[src/rtl/aes_uart_frame_rx_if.sv]
// Bundles the UART byte stream, the AES core done strobe and the command outputs
// that the frame receiver drives toward the AES core.
interface aes_uart_frame_rx_if;
  logic         i_RxValid;
  logic [7:0]   i_RxData;
  logic         i_AesDone;
  logic         o_Start;
  logic         o_fDec;
  logic [127:0] o_Key;
  logic [127:0] o_Text;
  logic         o_Busy;
  logic         o_Err;

  modport slave (
    input  i_RxValid, i_RxData, i_AesDone,
    output o_Start, o_fDec, o_Key, o_Text, o_Busy, o_Err
  );

  modport master (
    output i_RxValid, i_RxData, i_AesDone,
    input  o_Start, o_fDec, o_Key, o_Text, o_Busy, o_Err
  );
endinterface

[src/rtl/aes_uart_frame_rx.sv]
// Assembles UART bytes into command frames (1 command byte + 16 payload bytes,
// MSB first) and issues key loads or encrypt/decrypt starts to the AES core.
module aes_uart_frame_rx #(
  parameter int         TIMEOUT_CYC = 100000,
  parameter logic [7:0] CMD_KEY     = 8'h4B,
  parameter logic [7:0] CMD_ENC     = 8'h45,
  parameter logic [7:0] CMD_DEC     = 8'h44
) (
  input logic                 i_Clk,
  input logic                 i_Rst,
  aes_uart_frame_rx_if.slave  bus
);

  localparam int TMO_W = $clog2(TIMEOUT_CYC + 1);
  localparam logic [TMO_W-1:0] TMO_LAST = TMO_W'(TIMEOUT_CYC - 1);

  typedef enum logic [1:0] {
    IDLE,
    PAYLOAD,
    WAIT
  } state_t;

  state_t           state;
  logic [7:0]       cmd;
  logic [3:0]       byte_cnt;
  logic [TMO_W-1:0] tmo_cnt;
  logic [119:0]     sr;
  logic [127:0]     sr_next;
  logic             is_cmd;

  logic             start_r;
  logic             fdec_r;
  logic [127:0]     key_r;
  logic [127:0]     text_r;
  logic             busy_r;
  logic             err_r;

  // The 16th byte is merged combinationally so the full word lands in the
  // key/text register on the same edge that samples it.
  assign sr_next = {sr, bus.i_RxData};
  assign is_cmd  = (bus.i_RxData == CMD_KEY) || (bus.i_RxData == CMD_ENC) ||
                   (bus.i_RxData == CMD_DEC);

  always_ff @(posedge i_Clk) begin
    if (state == PAYLOAD && bus.i_RxValid) begin
      sr <= sr_next[119:0];
    end
  end

  always_ff @(posedge i_Clk or negedge i_Rst) begin
    if (!i_Rst) begin
      state    <= IDLE;
      cmd      <= '0;
      byte_cnt <= '0;
      tmo_cnt  <= '0;
      start_r  <= 1'b0;
      fdec_r   <= 1'b0;
      key_r    <= '0;
      text_r   <= '0;
      busy_r   <= 1'b0;
      err_r    <= 1'b0;
    end else begin
      start_r <= 1'b0;
      err_r   <= 1'b0;
      case (state)
        IDLE: begin
          if (bus.i_RxValid) begin
            if (is_cmd) begin
              cmd      <= bus.i_RxData;
              byte_cnt <= '0;
              tmo_cnt  <= '0;
              state    <= PAYLOAD;
            end else begin
              err_r <= 1'b1;
            end
          end
        end
        PAYLOAD: begin
          if (bus.i_RxValid) begin
            tmo_cnt <= '0;
            if (byte_cnt == 4'd15) begin
              byte_cnt <= '0;
              if (cmd == CMD_KEY) begin
                key_r <= sr_next;
                state <= IDLE;
              end else begin
                text_r  <= sr_next;
                fdec_r  <= (cmd == CMD_DEC);
                start_r <= 1'b1;
                busy_r  <= 1'b1;
                state   <= WAIT;
              end
            end else begin
              byte_cnt <= byte_cnt + 4'd1;
            end
          end else if (tmo_cnt == TMO_LAST) begin
            // Sender stalled mid-frame: drop the partial frame.
            err_r    <= 1'b1;
            tmo_cnt  <= '0;
            byte_cnt <= '0;
            state    <= IDLE;
          end else begin
            tmo_cnt <= tmo_cnt + 1'b1;
          end
        end
        WAIT: begin
          if (bus.i_RxValid) begin
            err_r <= 1'b1;
          end
          if (bus.i_AesDone) begin
            busy_r <= 1'b0;
            state  <= IDLE;
          end
        end
        default: state <= IDLE;
      endcase
    end
  end

  assign bus.o_Start = start_r;
  assign bus.o_fDec  = fdec_r;
  assign bus.o_Key   = key_r;
  assign bus.o_Text  = text_r;
  assign bus.o_Busy  = busy_r;
  assign bus.o_Err   = err_r;

endmodule

[src/flat_wrapper.sv]
// flat-port wrapper written by rule: the top's interface ports become plain ports
module aes_uart_frame_rx_flat 
#(
  parameter int         TIMEOUT_CYC = 100000,
  parameter logic [7:0] CMD_KEY     = 8'h4B,
  parameter logic [7:0] CMD_ENC     = 8'h45,
  parameter logic [7:0] CMD_DEC     = 8'h44
)
  (i_Clk, i_Rst, bus_i_RxValid, bus_i_RxData, bus_i_AesDone, bus_o_Start, bus_o_fDec, bus_o_Key, bus_o_Text, bus_o_Busy, bus_o_Err);
  aes_uart_frame_rx_if bus_i ();
  input logic i_Clk;
  input logic i_Rst;
  input wire logic [$bits(bus_i.i_RxValid)-1:0] bus_i_RxValid;
  input wire logic [$bits(bus_i.i_RxData)-1:0] bus_i_RxData;
  input wire logic [$bits(bus_i.i_AesDone)-1:0] bus_i_AesDone;
  output wire logic [$bits(bus_i.o_Start)-1:0] bus_o_Start;
  output wire logic [$bits(bus_i.o_fDec)-1:0] bus_o_fDec;
  output wire logic [$bits(bus_i.o_Key)-1:0] bus_o_Key;
  output wire logic [$bits(bus_i.o_Text)-1:0] bus_o_Text;
  output wire logic [$bits(bus_i.o_Busy)-1:0] bus_o_Busy;
  output wire logic [$bits(bus_i.o_Err)-1:0] bus_o_Err;
  assign bus_i.i_RxValid = bus_i_RxValid;
  assign bus_i.i_RxData = bus_i_RxData;
  assign bus_i.i_AesDone = bus_i_AesDone;
  assign bus_o_Start = bus_i.o_Start;
  assign bus_o_fDec = bus_i.o_fDec;
  assign bus_o_Key = bus_i.o_Key;
  assign bus_o_Text = bus_i.o_Text;
  assign bus_o_Busy = bus_i.o_Busy;
  assign bus_o_Err = bus_i.o_Err;
  aes_uart_frame_rx #(.TIMEOUT_CYC(TIMEOUT_CYC), .CMD_KEY(CMD_KEY), .CMD_ENC(CMD_ENC), .CMD_DEC(CMD_DEC)) u_core (.i_Clk(i_Clk), .i_Rst(i_Rst), .bus(bus_i));
endmodule
[config.mk]
export PLATFORM = sky130hd
export DESIGN_NAME = aes_uart_frame_rx_flat
export DESIGN_NICKNAME = d
export VERILOG_FILES = /design/src/rtl/aes_uart_frame_rx_if.sv /design/src/rtl/aes_uart_frame_rx.sv /design/src/flat_wrapper.sv
export SDC_FILE = /design/constraint.sdc
export NUM_CORES = 1
export LEC_CHECK = 0
export ABC_AREA = 1
export CORE_ASPECT_RATIO = 1.4
export CORE_MARGIN = 3
export CORE_UTILIZATION = 35
export DETAILED_ROUTE_END_ITERATION = 8
export SLEW_MARGIN = 10
export SYNTH_ARGS = -nofsm -noshare
export SYNTH_HDL_FRONTEND = slang
export SYNTH_SLANG_ARGS = --single-unit
[constraint.sdc]
create_clock -name i_Clk -period 5.2 [get_ports i_Clk]
set_clock_uncertainty 0.1 [all_clocks]
set_input_delay 1.04 -clock i_Clk [delete_from_list [all_inputs] [get_ports i_Clk]]
set_output_delay 1.04 -clock i_Clk [all_outputs]
set_load 0.01 [all_outputs]
==> metrics.md <==
| Metric | Value |
|---|---|
| Min-Delay Endpoint | `u_core.cmd[6]$_DFFE_PN0P_` |
| First-pass iteration count of the detailed router | `4` |
| FF-to-FF Start | `u_core.state[1]$_DFFE_PN0P_` |
| PwrDens | `360 nW/um^2` |
| Die Ht | `257 um` |
| CP startpoint | `u_core.state[1]$_DFFE_PN0P_` |
| Critical R2R Capture | `u_core.bus.o_Key[36]$_DFFE_PN0P_` |
| DRT antenna net count | `0` |
| Synth Area in XOR/XNOR | `0.00223` |
| Cell count along the critical path | `7` |
| TritonCTS clock tree | `yes` |
| Max VDD drop | `197 uV` |
| Crit Path Class | `reg2reg` |
| GPL Wtd Cong | `0.814` |
| Yosys cell types | `25` |
| Hold buffers post-CTS | `0` |
| Die area | `47,600 um^2` |
| Syn_nets | `1,521` |
| Number of top-level pins | `272` |
| Element type at the critical path end | `flop` |
| First-pass GRT wire length | `65.9 mm` |
| Overall via count from detail_route | `11.3k` |
| Clk_lat worst skew | `0.53 ns` |
| Synthesized area | `15,700 um^2` |
| Cells after synthesis | `1,507` |
| Worst-path clk slew | `0.06 ns` |
| Flops & latches, synth | `411` |
| Final hold violations | `0` |
| Residual DRC count | `0` |
| Internal Power | `5.45 mW` |
| Die X | `185 um` |
| Min-Delay Path Class | `reg2reg` |
| Post-synthesis mux area share | `0` |
| Crit path DAT | `3.39 ns` |
| Fin Setup TNS | `0 ns` |
| Largest net degree at the start of global routing | `184` |
| Critical Path Max Stage Delay | `0.59 ns` |
| FF-to-FF setup slack | `2.09 ns` |
| Finish-stage setup viols | `0` |
| # rows | `91` |
| Filler cell count in the final layout | `4,132` |
| Commonest non-fill, non-tap cell in the layout | `nand2_1` |
| Dpl ws | `1.62 ns` |
| Avg Vias per Cell | `4.86` |
| Initial antenna violation count | `0` |
| Synth Area in Adders | `0.00159` |
| Fin crit share | `0.598` |
| Largest family of logic cells by synthesized area | `simple AND/OR/NAND/NOR gates` |
| Average cell area after synthesis | `10.4 um^2` |
| Clk network pwr share | `0.406` |
| Fin worst setup slack | `2.09 ns` |
| Final wirelength | `41.6 mm` |
| MaxCap Viol Count | `0` |
| Max Fanout on Critical Path | `183` |
| Slowest CP cell | `nor2_1` |
| GRT Total Usage | `0.174` |
| Grt total ovfl | `0` |
| Leak | `9.36 nW` |
| Period minus WS final | `3.11 ns` |
| CTS Sinks | `411` |
| Area delta synth->final | `28.7%` |
| Vias in the first global route | `11.4k` |
| Crit path top cell by count | `nand2_1` |
| Unrepaired setup endpoints after global routing | `false` |
| Drt wl/cell | `17.8 um` |
| Flop pwr share | `0.520` |
| Sw frac | `0.254` |
| R2R cell count | `7` |
| Final HPWL DP | `26.1 mm` |
| Fmax | `321 MHz` |
| # resized after CTS | `0` |
| Number of port buffers | `271` |
| Yosys warnings | `0` |
| Post-route design area | `20,300 um^2` |
| Sequential fraction of the synthesis area | `0.692` |
| Num CTS Buffers | `41` |
| Layout cells sized above 1 | `0.0506` |
| H-Tree Depth | `2` |
| Worst Hold Depth | `2` |
| Worst path bufs/invs | `2` |
| Launch point of the worst hold path | `u_core.cmd[6]$_DFFE_PN0P_` |
| Most frequent cells in the layout | `nand2_1, dfrtp_1, clkdlybuf4s50_1` |
| Initial Utilization | `0.355` |
| Outcome | `completed` |
| Fin. max-slew vios | `0` |
| CP delay by family, top | `simple AND/OR/NAND/NOR gates` |
| Switching pwr | `1.85 mW` |
| Max Root-Sink Buffers | `3` |
| Post-CTS setup buffer count | `0` |
| N_diodes | `0` |
| Gate power share | `0.074` |
| Crit path launch type | `flop` |
| CP Data Required Time | `5.48 ns` |
| Core area | `44,300 um^2` |
| Crit-path cells | `nor2_1, nand2_1, inv_8, nand4_1, buf_12, nand2_1, o21ai_0` |
| Nets | `1,761` |
| Post-synthesis simple-gate area fraction | `0.191` |
| Placement Cell Area | `18,900 um^2` |
| Worst Tran Pin Value | `0.960 ns` |
| Root buffer cell | `clkbuf_16` |
| Detailed Route Iter0 Violations | `871` |
| Slew Limit Headroom | `0.360` |
| Compound-Gate Fraction of Synth Area | `0.0479` |
[sequential cells by signal, indices dropped and copies added, names as in the netlist]
signal / count
u_core.bus.o_Key: 128
u_core.bus.o_Text: 128
u_core.sr: 120
u_core.tmo_cnt: 17
u_core.cmd: 8
u_core.byte_cnt: 4
u_core.state: 2
u_core.bus.o_Busy: 1
u_core.bus.o_Err: 1
u_core.bus.o_Start: 1
u_core.bus.o_fDec: 1
[kinds of logic (layout without fill, tap and decap cells)]
logic type	after synthesis	after routing
buffers and inverters	253	523
XOR/XNOR	4	4
flip-flops	411	411
AO/OA/AOI/OAI	150	150
adder cells (fa/ha/maj)	2	2
AND/OR/NAND/NOR	687	687
[Yosys cell counts]
library cell,count,share of area
a21oi_1,8,0.0025
or2_2,1,0.00040
xor2_1,4,0.0022
buf_4,3,0.0014
nor2_2,3,0.0012
ha_1,2,0.0016
dfrtp_1,291,0.46
nor2_1,42,0.010
nand3_1,23,0.0073
clkbuf_1,25,0.0060
nand3_2,1,0.00064
nand2_2,2,0.00079
nand2_1,467,0.11
nand4_1,145,0.058
edfxtp_1,120,0.23
o21ai_0,25,0.0080
o31ai_1,1,0.00048
buf_1,4,0.00095
buf_2,54,0.017
nor3_1,2,0.00064
inv_1,161,0.038
o21ai_1,116,0.037
buf_6,1,0.00072
inv_2,5,0.0012
nor4_2,1,0.00079
[metrics by stage]
| step | total power, mW | util | std cells | hold slack, ns |
|---|---|---|---|---|
| final | 7.30 | 0.457 | 2335 | 0.351 |
| after global placement | 4.39 | 0.427 | 2262 | 0.335 |
| after detailed placement | 4.40 | 0.427 | 2262 | 0.338 |
| after floorplan | 4.15 | - | 1507 | 0.323 |
| after global routing | 7.62 | 0.457 | 2335 | 0.384 |
| after CTS | 7.40 | 0.457 | 2335 | 0.354 |
[per-layer routing]
layer | wire (um) | track usage | part of all wire | up-vias
li1 | - | - | - | 5444
met1 | 18100 | 0.235 | 0.43 | 5513
met2 | 19900 | 0.287 | 0.48 | 339
met3 | 2790 | 0.0397 | 0.067 | 47
met4 | 818 | 0.0417 | 0.020 | 0
met5 | 0 | 0 | 0 | -
[area by class of cell]
| class | instances | area, um^2 | area share |
|---|---|---|---|
| clock buffer | 61 | 1220 | 0.0604 |
| clock inverter | 12 | 125 | 0.00618 |
| inverter | 166 | 631 | 0.0311 |
| multi-input combinational | 843 | 3840 | 0.189 |
| sequential | 411 | 10900 | 0.538 |
| tap | 558 | 698 | 0.0345 |
| timing repair buffer | 284 | 2850 | 0.141 |
[worst reg2reg max path: stages, from the launching register on]
cell	delay (ns)
dfrtp_1	0.41
nor2_1	0.60
nand2_1	0.35
inv_8	0.43
nand4_1	0.34
buf_12	0.34
nand2_1	0.30
o21ai_0	0.09
[worst max-delay path by stage]
stage,end,slack (ns)
after global routing,u_core.bus.o_Text[58]$_DFFE_PN0P_,1.81
after floorplan,u_core.sr[0]$_DFFE_PP_,0.17
final,u_core.bus.o_Key[36]$_DFFE_PN0P_,2.09
after CTS,u_core.sr[58]$_DFFE_PP_,2.15
after global placement,u_core.sr[77]$_DFFE_PP_,1.65
after detailed placement,u_core.sr[68]$_DFFE_PP_,1.62
[power groups by stage]
stage / sequential (mW) / clock (mW) / combinational (mW)
floorplan: 3.80 / 0 / 0.351
global placement: 3.85 / 0 / 0.538
detailed placement: 3.85 / 0 / 0.550
CTS: 3.80 / 3.05 / 0.551
global route: 3.82 / 3.18 / 0.615
finish: 3.80 / 2.96 / 0.540
Power figures use the tool's default switching activity.
